$ cat config.mk
export PLATFORM = sky130hd
export DESIGN_NAME = timer_counter
export DESIGN_NICKNAME = d
export VERILOG_FILES = /design/src/rtl/timer_counter.sv
export SDC_FILE = /design/constraint.sdc
export NUM_CORES = 1
export LEC_CHECK = 0
export BUFFER_PORTS_ARGS = -buffer_cell sky130_fd_sc_hd__buf_2
export CAP_MARGIN = 20
export CORE_UTILIZATION = 50
export CTS_BUF_LIST = sky130_fd_sc_hd__clkbuf_4 sky130_fd_sc_hd__clkbuf_8
export CTS_CLUSTER_SIZE = 16
export DETAILED_ROUTE_END_ITERATION = 12
export GPL_TIMING_DRIVEN = 0
export PLACE_DENSITY = 0.75
export SETUP_SLACK_MARGIN = 0.02
export SLEW_MARGIN = 30
export SYNTH_ARGS = -nofsm -noshare
export SYNTH_HDL_FRONTEND = slang
export SYNTH_SLANG_ARGS = --single-unit
export TNS_END_PERCENT = 100
$ cat constraint.sdc
create_clock -name TC_i_Clk -period 3 [get_ports TC_i_Clk]
set_input_delay 0.3 -clock TC_i_Clk [delete_from_list [all_inputs] [get_ports TC_i_Clk]]
set_output_delay 0.3 -clock TC_i_Clk [all_outputs]
set_load 0.02 [all_outputs]
$ cat src/rtl/timer_counter.sv
// Programmable down-counting timer with one-shot / auto-reload modes and a
// maskable, registered interrupt request. Register map decoded on Addr[3:2].
module timer_counter #(
   parameter int CNT_WIDTH = 32
) (
   input  logic        TC_i_Clk,
   input  logic        TC_i_Reset_n,
   input  logic [31:0] TC_i_Addr,
   input  logic        TC_i_WEnable,
   input  logic [31:0] TC_i_WData,
   output logic [31:0] TC_o_RData,
   output logic        TC_o_IRQ
);

   typedef enum logic [1:0] {
      S_IDLE = 2'd0,
      S_LOAD = 2'd1,
      S_CNT  = 2'd2,
      S_INT  = 2'd3
   } state_e;

   localparam logic [1:0] ADDR_CTRL   = 2'd0;
   localparam logic [1:0] ADDR_PRESET = 2'd1;
   localparam logic [1:0] ADDR_COUNT  = 2'd2;
   localparam logic [1:0] MODE_RELOAD = 2'b01;

   state_e               state_q, state_d;
   logic                 en_q, en_d;
   logic [1:0]           mode_q, mode_d;
   logic                 im_q, im_d;
   logic [CNT_WIDTH-1:0] preset_q, preset_d;
   logic [CNT_WIDTH-1:0] count_q, count_d;
   logic                 pending_q, pending_d;
   logic                 irq_q, irq_d;
   logic                 wr_ctrl, wr_preset;
   logic                 pend_set;

   assign wr_ctrl   = TC_i_WEnable && (TC_i_Addr[3:2] == ADDR_CTRL);
   assign wr_preset = TC_i_WEnable && (TC_i_Addr[3:2] == ADDR_PRESET);

   // NOTE: every signal gets its hold value first so no path leaves it unassigned (no latches).
   always_comb begin
      state_d   = state_q;
      en_d      = en_q;
      mode_d    = mode_q;
      im_d      = im_q;
      preset_d  = preset_q;
      count_d   = count_q;
      pending_d = pending_q;
      pend_set  = 1'b0;

      unique case (state_q)
         S_IDLE: if (en_q) state_d = S_LOAD;
         S_LOAD: begin
            if (!en_q) begin
               state_d = S_IDLE;
            end else begin
               count_d = preset_q;
               state_d = S_CNT;
            end
         end
         S_CNT: begin
            if (!en_q) begin
               state_d = S_IDLE;
            end else if (count_q > CNT_WIDTH'(1)) begin
               count_d = count_q - CNT_WIDTH'(1);
            end else begin
               count_d   = '0;
               pending_d = 1'b1;
               pend_set  = 1'b1;
               state_d   = S_INT;
            end
         end
         S_INT: begin
            if (!en_q) begin
               state_d = S_IDLE;
            end else if (mode_q == MODE_RELOAD) begin
               pending_d = 1'b0;
               state_d   = S_LOAD;
            end else begin
               en_d    = 1'b0;
               state_d = S_IDLE;
            end
         end
         default: state_d = S_IDLE;
      endcase

      // A CPU CTRL write overrides the FSM's EN update and acknowledges any
      // pending interrupt, except one being raised on this very edge.
      if (wr_ctrl) begin
         en_d      = TC_i_WData[0];
         mode_d    = TC_i_WData[2:1];
         im_d      = TC_i_WData[3];
         pending_d = pend_set;
      end
      if (wr_preset) preset_d = TC_i_WData[CNT_WIDTH-1:0];

      irq_d = pending_d & im_d;
   end

   // NOTE: sequential state uses non-blocking assignments so all registers update together.
   always_ff @(posedge TC_i_Clk or negedge TC_i_Reset_n) begin
      if (!TC_i_Reset_n) begin
         state_q   <= S_IDLE;
         en_q      <= 1'b0;
         mode_q    <= 2'b00;
         im_q      <= 1'b0;
         preset_q  <= '0;
         count_q   <= '0;
         pending_q <= 1'b0;
         irq_q     <= 1'b0;
      end else begin
         state_q   <= state_d;
         en_q      <= en_d;
         mode_q    <= mode_d;
         im_q      <= im_d;
         preset_q  <= preset_d;
         count_q   <= count_d;
         pending_q <= pending_d;
         irq_q     <= irq_d;
      end
   end

   always_comb begin
      TC_o_RData = '0;
      unique case (TC_i_Addr[3:2])
         ADDR_CTRL:   TC_o_RData[3:0] = {im_q, mode_q, en_q};
         ADDR_PRESET: TC_o_RData[CNT_WIDTH-1:0] = preset_q;
         ADDR_COUNT:  TC_o_RData[CNT_WIDTH-1:0] = count_q;
         default:     TC_o_RData = '0;
      endcase
   end

   assign TC_o_IRQ = irq_q;

   logic unused_bits;
   assign unused_bits = ^{TC_i_Addr[31:4], TC_i_Addr[1:0], TC_i_WData};

endmodule

### Yosys cells after proc, flatten, opt, wreduce, memory -nomap -nowiden

Index checks and enable logic that the tools add are counted.

| cells by class | value |
|---|---|
| reductions and logical operators | 8 |
| equality and inequality tests | 10 |
| muxes and demuxes | 27 |
| order comparisons | 1 |
| bitwise logic cells | 1 |
| add/subtract/negate cells | 1 |

Operator list:

| operator | count |
|---|---|
| 2-to-1 mux 32 bit | 3 |
| one-hot mux 32 bit (2 select lines) | 1 |
| one-hot mux 28 bit (2 select lines) | 1 |
| greater-than comparator 32 x 1 -> 1 bit, second input constant | 1 |
| subtractor 32 x 1 -> 32 bit, second input constant | 1 |
| 2-to-1 mux 1 bit | 15 |
| one-hot mux 4 bit (3 select lines) | 1 |
| 2-to-1 mux 2 bit | 4 |
| one-hot mux 2 bit (4 select lines) | 1 |
| == test 2 x 1 -> 1 bit, second input constant | 3 |
| == test 2 bit, second input constant | 3 |
| != test 2 bit, second input constant | 3 |
| zero test 2 bit | 2 |
| nonzero test 2 bit | 2 |
| != test 3 bit, second input constant | 1 |
| AND reduction 3 bit | 1 |
| logical AND 1 bit | 2 |
| one-hot mux 1 bit (2 select lines) | 1 |
| AND reduction 2 bit | 1 |
| AND 1 bit | 1 |

| word-level totals | value |
|---|---|
| word-level logic and storage cells | 56 |
| register bits after elaboration | 72 |

### Logic depth before layout (Yosys ltp)

Gate-level depths: netlist of the first run.

| depth | value |
|---|---|
| word-level depth | 6 |
| depth in mapped cells | 9 |

### Worst setup path before layout of the first run

Ideal clock, no wire load.

| timing path | value |
|---|---|
| path type | flip-flop to flip-flop |
| start | reg count_q[20] |
| end | reg count_q[5] |
| clock period less this slack | 2536 ps |
| path slack | 464 ps |
| arrival | 2410 ps |
| buffers on the path | 3 |
| library setup time | 126 ps |
| stages on the path, launching flop included | 9 |
| required time | 2874 ps |
| cells stage by stage | dfrtp_1 -> or4_4 -> or4_4 -> buf_6 -> o31ai_4 -> buf_6 -> buf_8 -> a21oi_1 -> a221o_1 |

| between the ends | value |
|---|---|
| cells in the longest elaborated chain, start to end | 4 |

Ends and longest elaborated chain:

| what | line | text |
|---|---|---|
| from (decl) | 32 | `logic [CNT_WIDTH-1:0] count_q, count_d;` |
| from (signal assigned) | 118 | `count_q <= count_d;` |
| greater-than comparator 32 x 1 -> 1 bit | 65 | `end else if (count_q > CNT_WIDTH'(1)) begin` |
| 2-to-1 mux 32 bit | 65 |  |
| 2-to-1 mux 32 bit | 63 | `if (!en_q) begin` |
| one-hot mux 32 bit (2 select lines) | 52 | `unique case (state_q)` |

No other way between the ends. The select of a mux whose other input is x is not followed.
A chain may end at the register's enable or synchronous reset.

### Worst setup path after layout of the first run

| timing path | value |
|---|---|
| start | reg count_q[17] |
| end | reg count_q[2] |

Same word-level chain as after synthesis.

==> results.json, run 1 <==
{
  "status": "finished, final reports clean",
  "final_core_util_pct": 60.3,
  "comb_power_share_pct": 42.6,
  "required_ns": 3.24,
  "gp_congestion": 0.915,
  "p_sw_share_pct": 42.9,
  "r2r_start": "count_q[17]",
  "yosys_warnings": 0,
  "viasPerCell": 6.50,
  "cts-buffers-inserted": 9,
  "slew_headroom_pct": 44.8,
  "r2r_slack_ns": 0.19,
  "initial_utilization_pct": 51.5,
  "period_needed_ns": 2.81,
  "slowest_delay_ns": 0.54,
  "rows": 33,
  "async_flop_share_pct": 100,
  "area_delta_synth_final_pct": 17.2,
  "clockBufferDepth": 2,
  "dp.cells": 603,
  "p_int_mw": 2.38,
  "core_um2": 8220,
  "synth_cells": 428,
  "insertion_delay_ns": 0.36,
  "fin_crit_sh_pct": 93.7,
  "slowest_stage": "or4_1",
  "instances_no_fill": 620,
  "drtPass1Iterations": 8,
  "p_leak_nw": 2.09,
  "die-area_um2": 8830,
  "die_w_um": 94.0,
  "start_kind": "register",
  "r2r_cells": 7,
  "seqPwrFrac_pct": 38.6,
  "cap_viol_max_count": 0,
  "hp-class": "in2reg",
  "fin_area_um2": 4950,
  "use_met2_pct": 46.2,
  "dp_hpwl_um": 8890,
  "nets": 583,
  "drv_slew": 0,
  "ir_worst_vdd_v": 0.000409,
  "yosysSeqAreaShare_pct": 42.6,
  "io_pins": 100,
  "cts_tree": "built",
  "cp-end-kind": "register",
  "grt_max_degree": 40,
  "drive_gt1_share_pct": 26.4,
  "antennaDiodeCount": 0,
  "grt_pass1_wl_um": 20000,
  "num_vias": 4030,
  "grtUsageMet1_pct": 42.4,
  "hold_violations": 0,
  "portBuffers": 69,
  "min_path_cells": 2,
  "synth_edf_count": 0,
  "ant_nets": 0,
  "gr-usage-all-layers_pct": 30.5,
  "cp_cell_sequence": "buf_2 -> or4_1 -> or4_4 -> buf_6 -> o31a_1 -> a32o_1 -> a22o_1",
  "power.density_nw_per_um2": 842,
  "critPathKind": "reg2reg",
  "clockPowerShare_pct": 18.8,
  "grt-ovfl-total": 0,
  "cts-root-buf": "clkbuf_8",
  "use_met3_pct": 5.66,
  "wl_per_cell_um": 20.7,
  "grt_pass1_vias": 3781,
  "fmax_mhz": 356,
  "skew_ns": 0.0164,
  "worstMarginPinSlew_ns": 0.822,
  "ys_ff_latch": 72,
  "synth_cell_types": 55,
  "syn_nets": 501,
  "syn-cell-area_um2": 4230,
  "synth_ff_type": "dfrtp_1",
  "path_max_fanout": 10,
  "placed_cell_area_um2": 4740,
  "holdPathEnd": "preset_q[4]",
  "cts_sinks": 72,
  "die_h_um": 94.0,
  "route.detailed.drc": 0,
  "cp.arrival_ns": 3.05,
  "htree_levels": 3,
  "totalWireLength_um": 12900,
  "top_usage_layer": "met2",
  "p_total_mw": 4.17,
  "rsz0062_at_grt": "false",
  "clkSlewWorstSetupHoldPaths_ns": 0.09,
  "antenna_found_initial": 0,
  "drt_iter0_drc": 449,
  "setup_viol": 0,
  "p_sw_mw": 1.79,
  "syn-mean-instance-area_um2": 9.88,
  "min_from": "TC_i_WData[4]",
  "r2r_end": "count_q[2]"
}
worst max-delay path, delay by kind of cell (launching register included):
kind | cells | cell delay [ns]
buffers and inverters | 2 | 0.33
DFF | 1 | 0.37
and+or+nand+nor | 2 | 1.04
AOI/OAI and AO/OA | 3 | 0.97
metrics by stage:
step | setup WS, ns | hold slack, ns | TNS, ns
global route | 0.0841 | 0.168 | 0
CTS | 0.0997 | 0.165 | 0
floorplan | 0.464 | 0.00441 | 0
finish | 0.189 | 0.161 | 0
global placement | -0.00865 | 0.500 | -0.0165
detailed placement | 0.120 | 0.285 | 0
what timing repair did:
action / 4_1_cts / 5_1_grt
setup endpoints to repair: 0 / 4
endpoints found under the hold margin: 33 / 0
resized for setup: 0 / 2
hold buffers: 1 / 0
setup buffers: 0 / 0
synthesized netlist by cell type (2+ instances only):
cell | number | share of area (%)
nor3_1 | 13 | 1.5
clkbuf_1 | 26 | 2.3
or3_1 | 2 | 0.30
a221o_1 | 2 | 0.47
o211ai_1 | 2 | 0.36
nand2b_1 | 2 | 0.30
buf_1 | 4 | 0.36
buf_2 | 2 | 0.24
o31ai_1 | 3 | 0.53
mux2i_1 | 4 | 0.95
buf_6 | 2 | 0.53
ha_1 | 6 | 1.8
a31oi_1 | 5 | 0.74
o21ai_0 | 30 | 3.6
dfrtp_1 | 72 | 43
inv_1 | 10 | 0.89
nand4_1 | 5 | 0.74
a22o_1 | 10 | 2.1
a32oi_1 | 4 | 0.83
o2bb2ai_1 | 4 | 0.83
a22oi_1 | 41 | 7.3
nand3_1 | 7 | 0.83
o31a_1 | 2 | 0.41
mux2_2 | 35 | 9.3
o41a_1 | 2 | 0.53
o21ai_1 | 2 | 0.24
a222oi_1 | 4 | 0.95
o41ai_1 | 2 | 0.41
nor2b_1 | 34 | 5.0
nor2_1 | 14 | 1.2
or4_4 | 2 | 0.53
a32o_1 | 3 | 0.71
nor4_1 | 11 | 1.6
a21oi_1 | 8 | 0.95
or4_1 | 6 | 1.1
and2_1 | 2 | 0.30
nand2_1 | 25 | 2.2
o21a_1 | 3 | 0.53
flip-flops by register name (all words and copies together) (netlist names):
name / count
count_q: 32
preset_q: 32
mode_q: 2
state_q: 2
TC_o_IRQ: 1
en_q: 1
im_q: 1
pending_q: 1
layout make-up:
class	count	area, um^2
clock buffer	12	146
fill	754	3260
clock inverter	4	45.0
sequential	72	1800
inverter	10	37.5
multi-input combinational	311	2250
timing repair buffer	71	378
tap	105	131
buffer	35	160
worst max path at each step:
stage / end / slack [ns] / cells after the start / from
global placement: count_q[2] / -0.009 / 6 / count_q[9]
finish: count_q[2] / 0.19 / 7 / count_q[17]
global route: count_q[2] / 0.08 / 7 / count_q[9]
CTS: count_q[24] / 0.1 / 7 / count_q[0]
detailed placement: count_q[24] / 0.12 / 7 / count_q[0]
floorplan: count_q[5] / 0.46 / 8 / count_q[20]
cell families after synthesis:
logic type                 after synthesis  share of synthesized area [%]
buffers and inverters                   45                           4.68
DFF                                     72                           42.6
AOI/OAI and AO/OA                      134                           23.2
xor gates and xnor gates                 1                          0.207
muxes                                   39                           10.3
and+or+nand+nor                        131                           17.3
adders and majority gates                6                           1.78
layout by cell type (no fill, tap or decap), types with 7 or more instances in the layout:
cell type	n
clkbuf_1	26
a22oi_1	41
clkbuf_8	9
buf_2	70
nand3_1	7
nor3_1	13
nand2_1	25
nor4_1	9
nor2_1	14
o21ai_0	30
mux2_2	35
dfrtp_1	72
a22o_1	10
nor2b_1	34
a21oi_1	8
inv_1	10
power by group through the flow:
stage | logic (mW) | clock network (mW) | registers (mW)
floorplan | 1.27 | 0 | 1.50
global placement | 1.67 | 0 | 1.59
detailed placement | 1.72 | 0 | 1.61
CTS | 1.73 | 0.788 | 1.59
global route | 1.94 | 0.830 | 1.65
finish | 1.78 | 0.783 | 1.61
layer usage:
metal | share of wire, % | vias to the layer above
li1 | - | 1797
met1 | 42 | 1979
met2 | 46 | 222
met3 | 9.1 | 32
met4 | 2.7 | 0
met5 | 0 | -
No activity file was read; power rests on OpenSTA's default activity.
==> run 2: changes to the inputs <==
--- a/config.mk
+++ b/config.mk
@@ -5,14 +5,15 @@
 export SDC_FILE = /design/constraint.sdc
 export NUM_CORES = 1
 export LEC_CHECK = 0
+export ABC_AREA = 1
 export BUFFER_PORTS_ARGS = -buffer_cell sky130_fd_sc_hd__buf_2
 export CAP_MARGIN = 20
-export CORE_UTILIZATION = 50
+export CORE_UTILIZATION = 53
 export CTS_BUF_LIST = sky130_fd_sc_hd__clkbuf_4 sky130_fd_sc_hd__clkbuf_8
 export CTS_CLUSTER_SIZE = 16
 export DETAILED_ROUTE_END_ITERATION = 12
 export GPL_TIMING_DRIVEN = 0
-export PLACE_DENSITY = 0.75
+export PLACE_DENSITY = 0.78
 export SETUP_SLACK_MARGIN = 0.02
 export SLEW_MARGIN = 30
 export SYNTH_ARGS = -nofsm -noshare
==> constraint.sdc (replaced) <==
create_clock -name TC_i_Clk -period 2.9 [get_ports TC_i_Clk]
set_input_delay 0.29 -clock TC_i_Clk [delete_from_list [all_inputs] [get_ports TC_i_Clk]]
set_output_delay 0.29 -clock TC_i_Clk [all_outputs]
set_load 0.02 [all_outputs]
==> results.json, run 2 <==
{
  "status": "finished, final reports clean",
  "io_pins": 100,
  "insertion_delay_ns": 0.36,
  "yosysTopAreaCellShare_pct": 39.3,
  "antenna_found_initial": 0,
  "cp-end-kind": "primary output",
  "fmax_mhz": 423,
  "yosys_warnings": 0,
  "cp_cell_sequence": "buf_2 -> inv_1 -> ha_1 -> clkbuf_1 -> clkbuf_1 -> nand2_1 -> a21oi_1 -> buf_2",
  "r2r_end": "count_q[20]",
  "slew_headroom_pct": 49.8,
  "slowest_stage": "clkbuf_1",
  "yosys-top-cells-area": "dfrtp_1 39%, nand2_1 13%, a21oi_1 8.9%",
  "hold_violations": 0,
  "rows": 33,
  "yosys-top-cells-count": "159 x nand2_1, 82 x a21oi_1, 77 x nor2_1",
  "worstMarginPinSlew_ns": 0.753,
  "drtPass1Iterations": 5,
  "ir_worst_vdd_v": 0.000418,
  "p_total_mw": 4.84,
  "critPathKind": "in2out",
  "dp_hpwl_um": 10200,
  "synth_cell_types": 37,
  "drv_slew": 0,
  "htree_levels": 3,
  "ant_nets": 0,
  "antennaDiodeCount": 0,
  "synth_ff_type": "dfrtp_1",
  "rsz0062_at_grt": "false",
  "area_delta_synth_final_pct": 14.9,
  "r2r_cells": 11,
  "ys_ff_latch": 72,
  "grt_pass1_vias": 4238,
  "syn-mean-instance-area_um2": 7.52,
  "async_flop_share_pct": 100,
  "holdPathEnd": "preset_q[19]",
  "cts-root-buf": "clkbuf_8",
  "cts_tree": "built",
  "yosysSeqAreaShare_pct": 39.3,
  "synth_cells": 610,
  "fin_crit_sh_pct": 81.6,
  "multi_input_area_um2": 2470,
  "instances_no_fill": 802,
  "die_w_um": 95.1,
  "hp-class": "in2reg",
  "layout_commonest_cell": "nand2_1",
  "gr-usage-all-layers_pct": 33.4,
  "finalSetupTns_ns": 0,
  "portBuffers": 69,
  "initial_utilization_pct": 55.3,
  "start_kind": "primary input",
  "cap_viol_max_count": 0,
  "syn-cell-area_um2": 4590,
  "die-area_um2": 9040,
  "core_um2": 8300,
  "slowest_delay_ns": 0.62,
  "viasPerCell": 5.63,
  "p_leak_nw": 2.53,
  "grt_pass1_wl_um": 22200,
  "synth_edf_count": 0,
  "gp_congestion": 0.983,
  "r2r_slack_ns": 0.90,
  "path_max_fanout": 10,
  "drt_iter0_drc": 353,
  "skew_ns": 0.0120,
  "totalWireLength_um": 13900,
  "drive_gt1_share_pct": 21.8,
  "period_needed_ns": 2.37,
  "clkSlewWorstSetupHoldPaths_ns": 0.08,
  "wl_per_cell_um": 17.4,
  "post_cts_buffers": 0,
  "cp.arrival_ns": 2.08,
  "power.density_nw_per_um2": 918,
  "r2r_start": "count_q[0]",
  "largestRegisters": "count_q: 32 flops, preset_q: 32 flops",
  "die_h_um": 95.1,
  "syn_nets": 683,
  "dp.cells": 785,
  "regArea_um2": 1800,
  "cts-buffers-inserted": 9,
  "cts_sinks": 72,
  "nets": 765,
  "clockBufferDepth": 2,
  "grt-ovfl-total": 0,
  "setup_viol": 0,
  "grt_max_degree": 44,
  "layout_common_cells": "159 x nand2_1, 82 x a21oi_1, 77 x nor2_1",
  "num_vias": 4515,
  "required_ns": 2.61,
  "min_from": "TC_i_WData[19]",
  "yosysMostFrequentCell": "nand2_1",
  "synth_area_leader_cell": "dfrtp_1",
  "min_path_cells": 2,
  "fill_cells": 759,
  "route.detailed.drc": 0
}
==> run 2: cell families (layout without fill, tap and decap cells) <==
logic type / after synthesis / after routing / synth area share [%]
AO/OA/AOI/OAI: 116 / 116 / 13.9
XOR/XNOR: 9 / 9 / 1.72
adder cells (fa/ha/maj): 6 / 6 / 1.64
buffers and inverters: 76 / 163 / 6.98
flip-flops: 72 / 72 / 39.3
multiplexers: 31 / 31 / 7.58
AND/OR/NAND/NOR: 300 / 300 / 29.0
==> run 2: stage by stage <==
stage | worst slack [ns] | cell area [um^2] | hold WS (ns) | util (%)
after floorplan | 1.23 | 4590 | -0.00559 | -
after global placement | 0.634 | 5070 | 0.498 | 61.0
after detailed placement | 0.626 | 5100 | 0.263 | 61.4
after CTS | 0.615 | 5270 | 0.155 | 63.5
after global routing | 0.380 | 5270 | 0.159 | 63.5
final | 0.534 | 5270 | 0.157 | 63.5
==> run 2: cell type report <==
| class | count | share of cell area [%] |
|---|---|---|
| clock inverter | 6 | 0.688 |
| sequential | 72 | 34.2 |
| inverter | 52 | 3.70 |
| tap | 105 | 2.49 |
| multi-input combinational | 462 | 46.8 |
| timing repair buffer | 71 | 7.31 |
| buffer | 24 | 2.37 |
| clock buffer | 10 | 2.49 |
==> run 2: worst max-delay path: cells and delay by family <==
kind	cells	cell delay [ns]
compound gates	1	0.25
simple gates	1	0.13
buf+inv	5	1.27
fa+ha+maj	1	0.15
==> run 2: worst max path at each step <==
stage | startpoint | to | depth (start not counted)
2_1_floorplan | TC_i_Addr[3] | TC_o_RData[10] | 6
3_3_place_gp | TC_i_Addr[3] | TC_o_RData[18] | 8
3_5_place_dp | TC_i_Addr[3] | TC_o_RData[16] | 8
4_1_cts | TC_i_Addr[3] | TC_o_RData[16] | 8
5_1_grt | TC_i_Addr[3] | TC_o_RData[16] | 8
6_report | TC_i_Addr[3] | TC_o_RData[16] | 8
==> run 2: per-layer routing <==
| metal | track usage [%] | vias to the layer above | share of wire, % |
|---|---|---|---|
| met1 | 46.0 | 2152 | 44 |
| met3 | 5.90 | 34 | 7.3 |
| li1 | - | 2144 | - |
| met5 | 0 | - | 0 |
| met2 | 52.2 | 185 | 46 |
| met4 | 12.9 | 0 | 2.9 |
==> run 2: where the power goes <==
group          leakage, nW  internal [mW]  switching, mW
clock               0.0892          0.316          0.405
combinational         1.58          0.838           1.44
sequential           0.858           1.36          0.487
total                 2.53           2.51           2.33
==> run 2: timing repair <==
item	in CTS	in global routing
endpoints found under the setup margin	0	0
resized for setup	0	0
hold endpoints to repair	29	0
hold buffers	1	0
==> run 3: changes to the inputs <==
==> constraint.sdc (replaced) <==
create_clock -name TC_i_Clk -period 2.2 [get_ports TC_i_Clk]
set_input_delay 0.22 -clock TC_i_Clk [delete_from_list [all_inputs] [get_ports TC_i_Clk]]
set_output_delay 0.22 -clock TC_i_Clk [all_outputs]
set_load 0.02 [all_outputs]
==> results.json, run 3 (synthesized netlist as in run 2, its figures left out) <==
{
  "setup_ws_ns": 0.0995,
  "slew_headroom_pct": 49.5,
  "dp_hpwl_um": 10200,
  "dp_slack_ns": 0.0661,
  "viasPerCell": 5.60,
  "power.density_nw_per_um2": 1210,
  "gp_congestion": 0.983,
  "min_from": "TC_i_WData[19]",
  "hp-class": "in2reg",
  "nets": 765,
  "clkSlewWorstSetupHoldPaths_ns": 0.08,
  "die-area_um2": 9040,
  "p_total_mw": 6.38,
  "final_core_util_pct": 63.7,
  "initial_utilization_pct": 55.3,
  "largestRegisters": "count_q: 32 flops, preset_q: 32 flops",
  "crit_top_cell": "buf_2",
  "cp-end-kind": "primary output",
  "die_w_um": 95.1,
  "wl_per_cell_um": 17.3,
  "period_needed_ns": 2.10,
  "cts-root-buf": "clkbuf_8",
  "worstMarginPinSlew_ns": 0.757,
  "skew_ns": 0.00753,
  "totalWireLength_um": 13900,
  "core_um2": 8300,
  "required_ns": 1.98,
  "cp.arrival_ns": 1.88,
  "p_leak_nw": 2.54,
  "grtUsageMet1_pct": 46.0,
  "cp-startpoint": "TC_i_Addr[2]",
  "htree_levels": 3,
  "rows": 33,
  "ant_nets": 0,
  "cp_cell_sequence": "buf_2 -> inv_1 -> ha_1 -> inv_2 -> buf_1 -> a21oi_1 -> buf_2",
  "cap_viol_max_count": 0,
  "ir_worst_vdd_v": 0.000551,
  "drive_gt1_share_pct": 22.2,
  "route.detailed.drc": 0,
  "grt_max_degree": 44,
  "insertion_delay_ns": 0.35,
  "crit_buf_inv": 5,
  "setup_viol": 0,
  "r2r_start": "count_q[0]",
  "holdPathEnd": "preset_q[19]",
  "path_max_fanout": 10,
  "top_usage_layer": "met2",
  "r2r_end": "count_q[15]",
  "finalSetupTns_ns": 0,
  "antenna_found_initial": 0,
  "use_met2_pct": 52.2,
  "slowest_delay_ns": 0.62,
  "min_path_cells": 2,
  "drtPass1Iterations": 5,
  "area_delta_synth_final_pct": 15.2,
  "crit_family": "buffers and inverters",
  "grt_pass1_vias": 4238,
  "r2r_cells": 12,
  "slowest_stage": "buf_1",
  "layout_commonest_cell": "nand2_1",
  "cts_sinks": 72,
  "portBuffers": 69,
  "antennaDiodeCount": 0,
  "drv_slew": 0,
  "status": "finished, final reports clean",
  "rsz0062_at_grt": "false",
  "gr-usage-all-layers_pct": 33.4,
  "critPathKind": "in2out",
  "start_kind": "primary input",
  "grt-ovfl-total": 0,
  "io_pins": 100,
  "r2r_slack_ns": 0.19,
  "dp.cells": 785,
  "cts-buffers-inserted": 9,
  "hold_violations": 0,
  "grt_pass1_wl_um": 22200,
  "num_vias": 4491,
  "clockBufferDepth": 2,
  "fin_crit_sh_pct": 95.5,
  "cts_tree": "built",
  "layout_common_cells": "159 x nand2_1, 82 x a21oi_1, 77 x nor2_1",
  "drt_iter0_drc": 289,
  "die_h_um": 95.1,
  "use_met3_pct": 5.90,
  "fmax_mhz": 476,
  "instances_no_fill": 802
}
## run 3: changes by cell type in the layout (fill, tap and decap cells not counted)
| cell | before | now |
|---|---|---|
| clkbuf_1 | 13 | 10 |
| clkbuf_2 | 0 | 3 |
| o21ai_2 | 1 | 0 |
| o21ai_4 | 0 | 1 |
## run 3: where the power goes
part           switching (mW)  total [mW]  leakage [nW]  internal, mW
clock                   0.526       0.942        0.0892         0.416
sequential              0.640        2.43         0.858          1.79
combinational            1.90        3.01          1.59          1.11
## run 3: layer usage
layer	wire, um	vias to the layer above
met5	0	-
met4	382	0
met3	1060	31
met2	6310	193
met1	6130	2122
li1	-	2145
## run 3: final cells by class
class | count | area (um^2)
sequential | 72 | 1800
timing repair buffer | 71 | 385
clock inverter | 6 | 36.3
clock buffer | 10 | 131
fill | 765 | 3010
inverter | 52 | 195
multi-input combinational | 462 | 2470
tap | 105 | 131
buffer | 24 | 129
## run 3: metrics by stage
stage               hold WS, ns  cell area [um^2]
finish                   0.0922              5290
global route             0.0889              5290
CTS                      0.0850              5270
detailed placement        0.193              5100
global placement          0.451              5070
floorplan               -0.0756              4590
## run 3: how the worst max path moves through the flow
stage | to | slack (ns) | cells past startpoint
after floorplan | count_q[16] | 0.55 | 12
after global placement | TC_o_RData[18] | 0.07 | 8
after detailed placement | TC_o_RData[16] | 0.07 | 8
after CTS | TC_o_RData[16] | 0.06 | 8
after global routing | count_q[6] | 0.05 | 12
final | TC_o_RData[16] | 0.1 | 7
## run 3: repair_timing
item,in CTS,in global routing
hold buffers,1,0
resized for setup,0,7
buffers inserted,0,0
endpoints found under the hold margin,29,0
setup endpoints to repair,0,23
## run 3: worst reg2reg max path, cell delays in order (launching register included)
cell,delay (ns)
dfrtp_1,0.41
inv_1,0.13
ha_1,0.27
inv_1,0.11
nand2_1,0.09
nand2_1,0.05
nor2_1,0.11
nand2_2,0.13
nor2_8,0.15
nor2_8,0.08
buf_6,0.19
nand2_1,0.08
a22oi_1,0.06
